File: config.mk
export PLATFORM = sky130hd
export DESIGN_NAME = src_operand_sequencer_flat
export DESIGN_NICKNAME = d
export VERILOG_FILES = /design/src/rtl/src_operand_sequencer_if.sv /design/src/rtl/src_operand_sequencer.sv /design/src/flat_wrapper.sv
export SDC_FILE = /design/constraint.sdc
export NUM_CORES = 1
export LEC_CHECK = 0
export ABC_AREA = 1
export BUFFER_PORTS_ARGS = -buffer_cell sky130_fd_sc_hd__buf_2
export CAP_MARGIN = 20
export CORE_ASPECT_RATIO = 0.75
export CORE_UTILIZATION = 50
export DETAILED_ROUTE_END_ITERATION = 8
export GPL_ROUTABILITY_DRIVEN = 0
export PLACE_DENSITY_LB_ADDON = 0.25
export SYNTH_ARGS = -nofsm -noshare
export SYNTH_HDL_FRONTEND = slang
export SYNTH_SLANG_ARGS = --single-unit
File: constraint.sdc
create_clock -name clk -period 2.93 [get_ports clk]
set_clock_uncertainty 0.1 [all_clocks]
set_input_delay 0.1465 -clock clk [delete_from_list [all_inputs] [get_ports clk]]
set_output_delay 0.1465 -clock clk [all_outputs]
set_load 0.01 [all_outputs]
File: src/rtl/src_operand_sequencer_if.sv
// Purpose : bundles the issue, register-read and operand-result handshakes of the operand sequencer.
// Latency : n/a (wires only).
// Backpr. : issue_valid/issue_ready, rf_rd_en/rf_rd_ack and op_valid/op_ready carry the flow control.
// Modports: slave = sequencer view, master = requester / register-file / consumer view.
interface src_operand_sequencer_if;
    logic        issue_valid;
    logic        issue_ready;
    logic [1:0]  src_count;
    logic [11:0] src0_enc;
    logic [11:0] src1_enc;
    logic [11:0] src2_enc;
    logic [32:0] src0_fpconst;
    logic [32:0] src1_fpconst;
    logic [32:0] src2_fpconst;
    logic [31:0] literal;

    logic        rf_rd_en;
    logic [1:0]  rf_rd_sel;
    logic [9:0]  rf_rd_addr;
    logic        rf_rd_ack;
    logic [31:0] rf_rd_data;

    logic        op_valid;
    logic        op_ready;
    logic [31:0] op0_data;
    logic [31:0] op1_data;
    logic [31:0] op2_data;

    modport slave (
        input  issue_valid, src_count, src0_enc, src1_enc, src2_enc,
               src0_fpconst, src1_fpconst, src2_fpconst, literal,
               rf_rd_ack, rf_rd_data, op_ready,
        output issue_ready, rf_rd_en, rf_rd_sel, rf_rd_addr,
               op_valid, op0_data, op1_data, op2_data
    );

    modport master (
        output issue_valid, src_count, src0_enc, src1_enc, src2_enc,
               src0_fpconst, src1_fpconst, src2_fpconst, literal,
               rf_rd_ack, rf_rd_data, op_ready,
        input  issue_ready, rf_rd_en, rf_rd_sel, rf_rd_addr,
               op_valid, op0_data, op1_data, op2_data
    );
endinterface

File: src/rtl/src_operand_sequencer.sv
// Purpose : fetches up to three source operands per instruction (immediates, float consts, literal, SGPR/VGPR/special reads).
// Latency : 1+src_count cycles when every source is a constant; each register read adds (ack wait + 1).
// Backpr. : one request in flight (issue_ready only in IDLE); results held until op_ready, reads held until rf_rd_ack.
// Ports   : clk, rst (synchronous, active-high); bus = src_operand_sequencer_if.slave.
// Option  : `define SRC_OPERAND_DEDUP_EN reuses captured data for a register encoding repeated within one request.
module src_operand_sequencer (
    input  logic                          clk,
    input  logic                          rst,
    src_operand_sequencer_if.slave        bus
);

    typedef enum logic [1:0] {IDLE, FETCH, OUT} state_t;

    state_t           state_q, state_d;
    logic [1:0]       idx_q, idx_d;
    logic             rd_busy_q, rd_busy_d;
    logic [1:0]       rd_sel_q, rd_sel_d;
    logic [9:0]       rd_addr_q, rd_addr_d;

    // Request fields latched on acceptance; index 0 holds src0.
    logic [1:0]       cnt_q;
    logic [2:0][11:0] enc_q;
    logic [2:0][32:0] fp_q;
    logic [31:0]      lit_q;
    logic [2:0][31:0] op_q;

    logic             accept;
    logic             src_done;
    logic             cap_en;
    logic [31:0]      cap_dat;

    logic [11:0]      cur_enc;
    logic [32:0]      cur_fp;
    logic             cur_is_reg;
    logic [31:0]      const_val;
    logic [1:0]       reg_sel;
    logic [9:0]       reg_addr;
    logic             dup_hit;
    logic [31:0]      dup_val;

    assign accept = (state_q == IDLE) && bus.issue_valid;

    // Source currently being resolved.
    always_comb begin
        cur_enc = enc_q[0];
        cur_fp  = fp_q[0];
        case (idx_q)
            2'd1:    begin cur_enc = enc_q[1]; cur_fp = fp_q[1]; end
            2'd2:    begin cur_enc = enc_q[2]; cur_fp = fp_q[2]; end
            default: ;
        endcase
    end

    // Operand decode: bit11=0 is a constant; 10x is VGPR, 110 SGPR, 111 special.
    always_comb begin
        cur_is_reg = cur_enc[11];
        const_val  = {{22{cur_enc[9]}}, cur_enc[9:0]};
        if (cur_enc[10:0] == 11'h7FF) begin
            const_val = cur_fp[32] ? cur_fp[31:0] : lit_q;
        end
        reg_sel  = 2'b01;
        reg_addr = cur_enc[9:0];
        if (cur_enc[10]) begin
            reg_sel  = cur_enc[9] ? 2'b10 : 2'b00;
            reg_addr = {1'b0, cur_enc[8:0]};
        end
    end

`ifdef SRC_OPERAND_DEDUP_EN
    // An earlier source with the identical encoding is necessarily a register
    // already captured, so its data can stand in for a fresh read.
    always_comb begin
        dup_hit = 1'b0;
        dup_val = op_q[0];
        if ((idx_q != 2'd0) && (enc_q[0] == cur_enc)) begin
            dup_hit = 1'b1;
            dup_val = op_q[0];
        end else if ((idx_q == 2'd2) && (enc_q[1] == cur_enc)) begin
            dup_hit = 1'b1;
            dup_val = op_q[1];
        end
    end
`else
    assign dup_hit = 1'b0;
    assign dup_val = '0;
`endif

    always_comb begin
        state_d   = state_q;
        idx_d     = idx_q;
        rd_busy_d = rd_busy_q;
        rd_sel_d  = rd_sel_q;
        rd_addr_d = rd_addr_q;
        cap_en    = 1'b0;
        cap_dat   = const_val;
        src_done  = 1'b0;

        case (state_q)
            IDLE: begin
                idx_d = 2'd0;
                if (accept) begin
                    state_d = (bus.src_count == 2'd0) ? OUT : FETCH;
                end
            end
            FETCH: begin
                if (rd_busy_q) begin
                    // rf_rd_ack only matters while a read is outstanding.
                    if (bus.rf_rd_ack) begin
                        cap_en    = 1'b1;
                        cap_dat   = bus.rf_rd_data;
                        rd_busy_d = 1'b0;
                        src_done  = 1'b1;
                    end
                end else if (!cur_is_reg) begin
                    cap_en   = 1'b1;
                    cap_dat  = const_val;
                    src_done = 1'b1;
                end else if (dup_hit) begin
                    cap_en   = 1'b1;
                    cap_dat  = dup_val;
                    src_done = 1'b1;
                end else begin
                    // Setup cycle: the request appears on the port next cycle,
                    // which gives the idle gap between back-to-back reads.
                    rd_busy_d = 1'b1;
                    rd_sel_d  = reg_sel;
                    rd_addr_d = reg_addr;
                end
                if (src_done) begin
                    if (idx_q == (cnt_q - 2'd1)) begin
                        state_d = OUT;
                    end else begin
                        idx_d = idx_q + 2'd1;
                    end
                end
            end
            OUT: begin
                if (bus.op_ready) begin
                    state_d = IDLE;
                end
            end
            default: state_d = IDLE;
        endcase
    end

    always_ff @(posedge clk) begin
        if (rst) begin
            state_q   <= IDLE;
            idx_q     <= 2'd0;
            rd_busy_q <= 1'b0;
            rd_sel_q  <= 2'b00;
            rd_addr_q <= 10'd0;
        end else begin
            state_q   <= state_d;
            idx_q     <= idx_d;
            rd_busy_q <= rd_busy_d;
            rd_sel_q  <= rd_sel_d;
            rd_addr_q <= rd_addr_d;
        end
    end

    always_ff @(posedge clk) begin
        if (rst) begin
            cnt_q <= '0;
            enc_q <= '0;
            fp_q  <= '0;
            lit_q <= '0;
            op_q  <= '0;
        end else begin
            if (accept) begin
                cnt_q <= bus.src_count;
                enc_q <= {bus.src2_enc, bus.src1_enc, bus.src0_enc};
                fp_q  <= {bus.src2_fpconst, bus.src1_fpconst, bus.src0_fpconst};
                lit_q <= bus.literal;
                // Unfetched indices must read as zero.
                op_q  <= '0;
            end
            if (cap_en) begin
                case (idx_q)
                    2'd0:    op_q[0] <= cap_dat;
                    2'd1:    op_q[1] <= cap_dat;
                    default: op_q[2] <= cap_dat;
                endcase
            end
        end
    end

    assign bus.issue_ready = (state_q == IDLE);
    assign bus.op_valid    = (state_q == OUT);
    assign bus.rf_rd_en    = rd_busy_q;
    assign bus.rf_rd_sel   = rd_sel_q;
    assign bus.rf_rd_addr  = rd_addr_q;
    assign bus.op0_data    = op_q[0];
    assign bus.op1_data    = op_q[1];
    assign bus.op2_data    = op_q[2];

endmodule

File: src/flat_wrapper.sv
// flat-port wrapper written by rule: the top's interface ports become plain ports
module src_operand_sequencer_flat 
  (clk, rst, bus_issue_valid, bus_src_count, bus_src0_enc, bus_src1_enc, bus_src2_enc, bus_src0_fpconst, bus_src1_fpconst, bus_src2_fpconst, bus_literal, bus_rf_rd_ack, bus_rf_rd_data, bus_op_ready, bus_issue_ready, bus_rf_rd_en, bus_rf_rd_sel, bus_rf_rd_addr, bus_op_valid, bus_op0_data, bus_op1_data, bus_op2_data);
  src_operand_sequencer_if bus_i ();
  input  logic clk;
  input  logic rst;
  input wire logic [$bits(bus_i.issue_valid)-1:0] bus_issue_valid;
  input wire logic [$bits(bus_i.src_count)-1:0] bus_src_count;
  input wire logic [$bits(bus_i.src0_enc)-1:0] bus_src0_enc;
  input wire logic [$bits(bus_i.src1_enc)-1:0] bus_src1_enc;
  input wire logic [$bits(bus_i.src2_enc)-1:0] bus_src2_enc;
  input wire logic [$bits(bus_i.src0_fpconst)-1:0] bus_src0_fpconst;
  input wire logic [$bits(bus_i.src1_fpconst)-1:0] bus_src1_fpconst;
  input wire logic [$bits(bus_i.src2_fpconst)-1:0] bus_src2_fpconst;
  input wire logic [$bits(bus_i.literal)-1:0] bus_literal;
  input wire logic [$bits(bus_i.rf_rd_ack)-1:0] bus_rf_rd_ack;
  input wire logic [$bits(bus_i.rf_rd_data)-1:0] bus_rf_rd_data;
  input wire logic [$bits(bus_i.op_ready)-1:0] bus_op_ready;
  output wire logic [$bits(bus_i.issue_ready)-1:0] bus_issue_ready;
  output wire logic [$bits(bus_i.rf_rd_en)-1:0] bus_rf_rd_en;
  output wire logic [$bits(bus_i.rf_rd_sel)-1:0] bus_rf_rd_sel;
  output wire logic [$bits(bus_i.rf_rd_addr)-1:0] bus_rf_rd_addr;
  output wire logic [$bits(bus_i.op_valid)-1:0] bus_op_valid;
  output wire logic [$bits(bus_i.op0_data)-1:0] bus_op0_data;
  output wire logic [$bits(bus_i.op1_data)-1:0] bus_op1_data;
  output wire logic [$bits(bus_i.op2_data)-1:0] bus_op2_data;
  assign bus_i.issue_valid = bus_issue_valid;
  assign bus_i.src_count = bus_src_count;
  assign bus_i.src0_enc = bus_src0_enc;
  assign bus_i.src1_enc = bus_src1_enc;
  assign bus_i.src2_enc = bus_src2_enc;
  assign bus_i.src0_fpconst = bus_src0_fpconst;
  assign bus_i.src1_fpconst = bus_src1_fpconst;
  assign bus_i.src2_fpconst = bus_src2_fpconst;
  assign bus_i.literal = bus_literal;
  assign bus_i.rf_rd_ack = bus_rf_rd_ack;
  assign bus_i.rf_rd_data = bus_rf_rd_data;
  assign bus_i.op_ready = bus_op_ready;
  assign bus_issue_ready = bus_i.issue_ready;
  assign bus_rf_rd_en = bus_i.rf_rd_en;
  assign bus_rf_rd_sel = bus_i.rf_rd_sel;
  assign bus_rf_rd_addr = bus_i.rf_rd_addr;
  assign bus_op_valid = bus_i.op_valid;
  assign bus_op0_data = bus_i.op0_data;
  assign bus_op1_data = bus_i.op1_data;
  assign bus_op2_data = bus_i.op2_data;
  src_operand_sequencer u_core (.clk(clk), .rst(rst), .bus(bus_i));
endmodule
==> results_dict.tcl, run 1 <==
set metrics [dict create \
    post-route-util 0.7000 \
    cpPeakStageDelay_ns 0.46 \
    arrival_ns 3.06 \
    synth-xor-area-share 0.0006848 \
    combPwrFrac 0.409 \
    min_period_ns 2.663 \
    root_buffer "clkbuf_16" \
    rsz0062_at_grt "false" \
    post_drt_wl_per_cell_um 17.32 \
    final_hold_viol_count 0 \
    drtIter0Drc 1305 \
    ys_seq_area_frac 0.4414 \
    cp-end-kind "register" \
    syn-num-nets 2045 \
    path_clk_slew_ns 0.06 \
    dp_cells 2378 \
    critPathLaunchType "register" \
    synth-simple-area-share 0.3204 \
    synth_area_per_cell_sq_um 6.966 \
    worstPathCellList "inv_1 > ha_4 > clkinv_2 > nand2_1 > nand2_1 > nand3_1 > nor2_4 > buf_12 > nand3_1 > nand3_1 > nand3_1 > nand2_1 > inv_1" \
    yosysWarnings 0 \
    cp_max_fo 29 \
    port_buffers 316 \
    holdPathEnd "u_core.bus.rf_rd_sel[0]" \
    power_switching_share 0.4055 \
    via_per_inst 5.379 \
    slew-limit-headroom 0.3044 \
    yosysTopAreaCell "dfxtp_1" \
    drive_above_1_share 0.2096 \
    filler_cell_count 1946 \
    synth_top_family_by_area "simple AND/OR/NAND/NOR gates" \
    synth.area.mux_share 0.02270 \
    synth-compound-area-share 0.1418 \
    cts_made_buffers 28 \
    cts_setup_buffers 0 \
    r2r_start "u_core.idx_q[0]" \
    register_area_sq_um 5645 \
    synth_cells 1836 \
    synth_area_sq_um 12790 \
    synth_flop_cell "dfxtp_1" \
    ant_nets 0 \
    drc 0 \
    grt_pass1_vias 13606 \
    drv_slew 0 \
    dr.pass1.iters 7 \
    crit_top_cell "nand3_1" \
    core-area_sq_um 25020 \
    r2r_slack_ns 0.27 \
    p_sw_mw 6.240 \
    ys_ff_latch 282 \
    syn_to_final_growth_pct 36.95 \
    critPathKind "reg -> reg" \
    dieWidth_um 186.7 \
    cpMaxStageDelayCell "ha_4" \
    drv_cap 0 \
    grt_max_degree 180 \
    fmax_mhz 375.5 \
    initial_core_util 0.5111 \
    synth_top_cell_area_share 0.4414 \
    cts_sinks 282 \
    layout.nets 2483 \
    total_power_mw 15.39 \
    r2r-end "u_core.bus.op2_data[2]" \
    yosysMostFrequentCell "nand2_1" \
    netlist_top_cells_area "dfxtp_1 (44%), nand2_1 (14%), nor2_1 (10%), o21ai_0 (8.5%), a21oi_1 (4.5%)" \
    final_cells 2636 \
    grt_pass1_wl_mm 71.03 \
    min_from "rst" \
    ys_types 36 \
    seqPwrFrac 0.339 \
    row_count 50 \
    dpl_worst_slack_ns 0.1301 \
    drt-total-wl_mm 45.66 \
    async_flop_share 0 \
    die_area_sq_um 26230 \
    peakVddDrop_mv 0.7295 \
    power.internal_mw 9.150 \
    cts_tree "built" \
    synthTopCellsByCount "nand2_1 (473), nor2_1 (352), dfxtp_1 (282)" \
    vias 14180 \
    holdCritPathClass "in -> reg" \
    die_h_um 140.5 \
    worstMarginPinSlew_ns 1.042 \
    boundaryPins 317 \
    path_delay_family "simple AND/OR/NAND/NOR gates" \
    p_clk_frac 0.252 \
    antenna_found_initial 2 \
    cp.required_ns 3.32 \
    finalSetupViolations 0 \
    status "finished clean" \
    grt-ovfl-total 0 \
    worst_slack_ns 0.2670 \
    grt.total_usage 0.3362 \
    path_buf_inv 4 \
    clkLatencyLatePin_ns 0.55 \
    clockBufferDepth 3 \
    holdPathStages 3 \
    finalCritPeriodShare 0.9089 \
    dpl.hpwl_mm 25.76 \
    rr_worst_depth 13 \
    timing.setup.tns_ns 0 \
    htreeDepth 1 \
    cellLeakagePower_nw 8.417 \
    pwr_density_cell_nw_per_um2 878.7 \
    synth_adder_area_share 0.002935 \
    synth_edf_count 0 \
    multiInputGateArea_sq_um 6286 \
]
==> routing by layer <==
layer  part of all wire  global-route usage
met1               0.41              0.4192
met2               0.48              0.5815
met3              0.077             0.05688
met4              0.041              0.1299
met5                  0                   0
==> final cells by class <==
| cell class | count | area share |
|---|---|---|
| Multi-Input combinational cell | 1359 | 0.3589 |
| Sequential cell | 282 | 0.3223 |
| Timing Repair Buffer | 541 | 0.2232 |
| Clock buffer | 42 | 0.04993 |
| Tap cell | 338 | 0.02414 |
| Inverter | 62 | 0.01407 |
| Clock inverter | 9 | 0.007001 |
| Antenna cell | 3 | 0.0004286 |
==> sequential cells by signal, summed over array words and instances, names as in the netlist, 10 cells and up <==
register,flops
u_core.enc_q,36
u_core.lit_q,32
u_core.bus.op2_data,32
u_core.bus.rf_rd_addr,10
u_core.bus.op1_data,32
u_core.bus.op0_data,32
u_core.fp_q,99
==> worst min-delay path, stage by stage <==
cell    delay, ns
buf_2        0.13
buf_4        0.26
nor2_1       0.13
==> kinds of logic (layout without fill, tap and decap cells) <==
family | Yosys count | count (layout)
other | 0 | 3
XOR/XNOR | 1 | 1
multiplexers | 29 | 29
flip-flops | 282 | 282
AO/OA/AOI/OAI | 352 | 352
buffers and inverters | 195 | 654
adder cells (fa/ha/maj) | 3 | 3
AND/OR/NAND/NOR | 974 | 974
==> through the flow <==
stage | hold WS (ns) | cell area [sq um]
after CTS | 0.04072 | 17480
after global routing | 0.05417 | 17520
after detailed placement | 0.2738 | 14450
final | 0.05845 | 17520
after floorplan | 0.1814 | 12790
after global placement | 0.2683 | 14450
==> power groups by stage <==
stage                     Clock (mW)  Combinational, mW  Sequential [mW]
after floorplan                    0               4.23             5.26
after global placement             0               5.76             5.23
after detailed placement           0               5.86             5.24
after CTS                       3.89               6.11             5.17
after global routing            4.06               6.92             5.28
final                           3.88               6.30             5.21
==> worst max-delay path by stage <==
stage	cells past startpoint	to	slack [ns]	startpoint
2_1_floorplan	15	u_core.bus.op0_data[29]	0.71	u_core.idx_q[0]
5_1_grt	12	u_core.bus.op0_data[0]	0.05	u_core.idx_q[0]
4_1_cts	10	u_core.bus.op1_data[6]	0.09	u_core.idx_q[0]
3_5_place_dp	10	u_core.bus.op2_data[6]	0.13	u_core.idx_q[0]
3_3_place_gp	10	u_core.bus.op2_data[6]	0.18	u_core.idx_q[0]
6_report	13	u_core.bus.op2_data[2]	0.27	u_core.idx_q[0]
==> what timing repair did <==
| action | 4_1_cts | 5_1_grt |
|---|---|---|
| setup endpoints to repair | 0 | 87 |
| hold endpoints to repair | 267 | 0 |
| hold buffers | 204 | 0 |
| gates resized for setup | 0 | 4 |
==> cells in the final DEF, fill, tap and decap left out, types with 17 or more instances in the layout <==
cell | synthesis | final
clkbuf_16 | 0 | 29
dlygate4sd3_1 | 0 | 204
buf_2 | 32 | 316
nand2_2 | 17 | 17
o21ai_0 | 216 | 216
nand3_1 | 62 | 62
a21oi_1 | 115 | 115
nand3_2 | 31 | 31
nand2_1 | 473 | 473
mux2i_1 | 29 | 29
inv_1 | 53 | 52
or2_2 | 18 | 18
nor2_1 | 352 | 352
dfxtp_1 | 282 | 282
(Power assumes the default switching activity.)
==> run 2, diff against run 1 <==
REMOVE_ABC_BUFFERS = 1   (was unset)
==> run 2 against run 1 <==
Core utilization is essentially flat. Routed wire length shrank 1.7%. Flip-flop and latch count is the same. Clock power shrank 7.2%. Non-clock buffer count grew 20. Cell count grew 0.68%. Sequential share of layout area is essentially flat. Combinational power grew 4.6%. Sequential power is essentially flat. Critical path depth grew 1.
==> results_dict.tcl, run 2 (synthesis results as in run 1) <==
set metrics [dict create \
    status "finished clean" \
    power.internal_mw 9.027 \
    root_buffer "clkbuf_16" \
    grt_max_degree 180 \
    clockBufferDepth 3 \
    dpl.hpwl_mm 27.17 \
    vias 14116 \
    core-area_sq_um 25020 \
    final_cell_mix "nand2_1 (473), nor2_1 (352), buf_2 (316)" \
    mostFrequentLayoutCell "nand2_1" \
    antenna_found_initial 1 \
    min_from "rst" \
    dieWidth_um 186.7 \
    layout.nets 2504 \
    cts_tree "built" \
    drtIter0Drc 1309 \
    drc 0 \
    drv_cap 0 \
    grt.total_usage 0.3296 \
    dr.pass1.iters 5 \
    largestRegisters "u_core.fp_q (99), u_core.enc_q (36)" \
    cp-end-kind "register" \
    filler_cell_count 2004 \
    rsz0062_at_grt "false" \
    post_drt_wl_per_cell_um 16.91 \
    grt-ovfl-total 0 \
    dpl_worst_slack_ns 0.1363 \
    combPwrFrac 0.427 \
    grt_pass1_wl_mm 70.21 \
    arrival_ns 3.04 \
    cts_made_buffers 28 \
    syn_to_final_growth_pct 37.04 \
    initial_core_util 0.5111 \
    clkLatencyLatePin_ns 0.54 \
    min_period_ns 2.725 \
    worstMarginPinSlew_ns 0.8860 \
    seqPwrFrac 0.339 \
    drt-total-wl_mm 44.87 \
    boundaryPins 317 \
    path_clk_slew_ns 0.06 \
    drive_above_1_share 0.2143 \
    post-route-util 0.7004 \
    worst_slack_ns 0.2050 \
    largest_register "u_core.fp_q" \
    finalCritPeriodShare 0.9300 \
    ant_nets 0 \
    port_buffers 316 \
    p_clk_frac 0.234 \
    crit_start "u_core.idx_q[1]" \
    p_sw_mw 6.392 \
    via_per_inst 5.319 \
    critPathKind "reg -> reg" \
    placedInstanceArea_sq_um 14520 \
    holdCritPathClass "in -> reg" \
    grt_pass1_vias 13635 \
    die_area_sq_um 26230 \
    critPathLaunchType "register" \
    drv_slew 0 \
    final_hold_viol_count 0 \
    finalSetupViolations 0 \
    die_h_um 140.5 \
    cp_max_fo 23 \
    fin_area_sq_um 17530 \
    cellLeakagePower_nw 8.459 \
    htreeDepth 1 \
    r2r_slack_ns 0.21 \
    cts_sinks 282 \
    r2r_start "u_core.idx_q[1]" \
    largest_reg_flops 99 \
    pwr_density_cell_nw_per_um2 879.8 \
    row_count 50 \
    peakVddDrop_mv 0.5995 \
    power_switching_share 0.4146 \
    cp.required_ns 3.25 \
    slew-limit-headroom 0.4092 \
    fmax_mhz 367.0 \
    timing.setup.tns_ns 0 \
]
[run 2: cell count changes in the layout (fill, tap and decap cells not counted), sizes merged]
cell,delta
diode,-2
inv,+1
o21ai,+1
clkbuf,+2
clkinv,-2
bufinv,-2
buf,+20
[run 2: timing repair]
| action | CTS | global route |
|---|---|---|
| hold buffers | 204 | 0 |
| endpoints found under the setup margin | 0 | 12 |
| buffers inserted | 0 | 5 |
| endpoints found under the hold margin | 267 | 0 |
| gates resized for setup | 0 | 1 |
[run 2: worst paths after layout]
| path | cells past startpoint | end |
|---|---|---|
| setup / recovery | 14 | u_core.bus.op0_data[10] |
| hold / removal | 4 | u_core.enc_q[28] |
| setup reg to reg | 14 | u_core.bus.op0_data[10] |
| hold reg to reg | 2 | u_core.bus.rf_rd_addr[2] |
[run 2: worst max-delay path, cell delays in order, from the launching register on]
cell and delay, ns:
dfxtp_1 0.34, inv_1 0.15, ha_2 0.28, buf_4 0.24, nand2_1 0.08, nand2_1 0.06
nand2_1 0.05, nand2_1 0.12, nand2_1 0.10, nor2_2 0.17, nand3_4 0.12, nand2_4 0.38
nand3_1 0.16, nand2_1 0.13, a21oi_1 0.07
[run 2: metal layers]
layer,GRT usage,vias up,part of all wire
li1,-,6773,-
met1,0.4309,6480,0.42
met2,0.5408,753,0.45
met3,0.06916,110,0.094
met4,0.1135,0,0.030
met5,0,-,0
[run 2: cell type report]
cell class / count / area (sq um) / area share
multi-input cells: 1360 / 6291 / 0.3589
well taps: 338 / 422.9 / 0.02413
clock inverters: 6 / 57.56 / 0.003284
repair buffers: 561 / 4010 / 0.2288
flip-flops and latches: 282 / 5645 / 0.3221
clock buffers: 44 / 852.1 / 0.04862
diodes: 1 / 2.502 / 0.0001428
inverters: 62 / 245.2 / 0.01399
[run 2: power groups by stage]
stage,logic [mW],registers (mW),clock network (mW)
after floorplan,3.89,5.26,0
after global placement,5.94,5.25,0
after detailed placement,6.08,5.25,0
after CTS,6.32,5.19,3.61
after global routing,7.18,5.29,3.79
final,6.59,5.23,3.60
[run 2: metrics by stage]
stage | power [mW] | hold slack (ns) | cells
floorplan | 9.152 | 0.1156 | 1703
global placement | 11.18 | 0.2663 | 2393
detailed placement | 11.33 | 0.2709 | 2393
CTS | 15.12 | 0.03883 | 2647
global route | 16.26 | 0.07347 | 2654
finish | 15.42 | 0.03136 | 2654
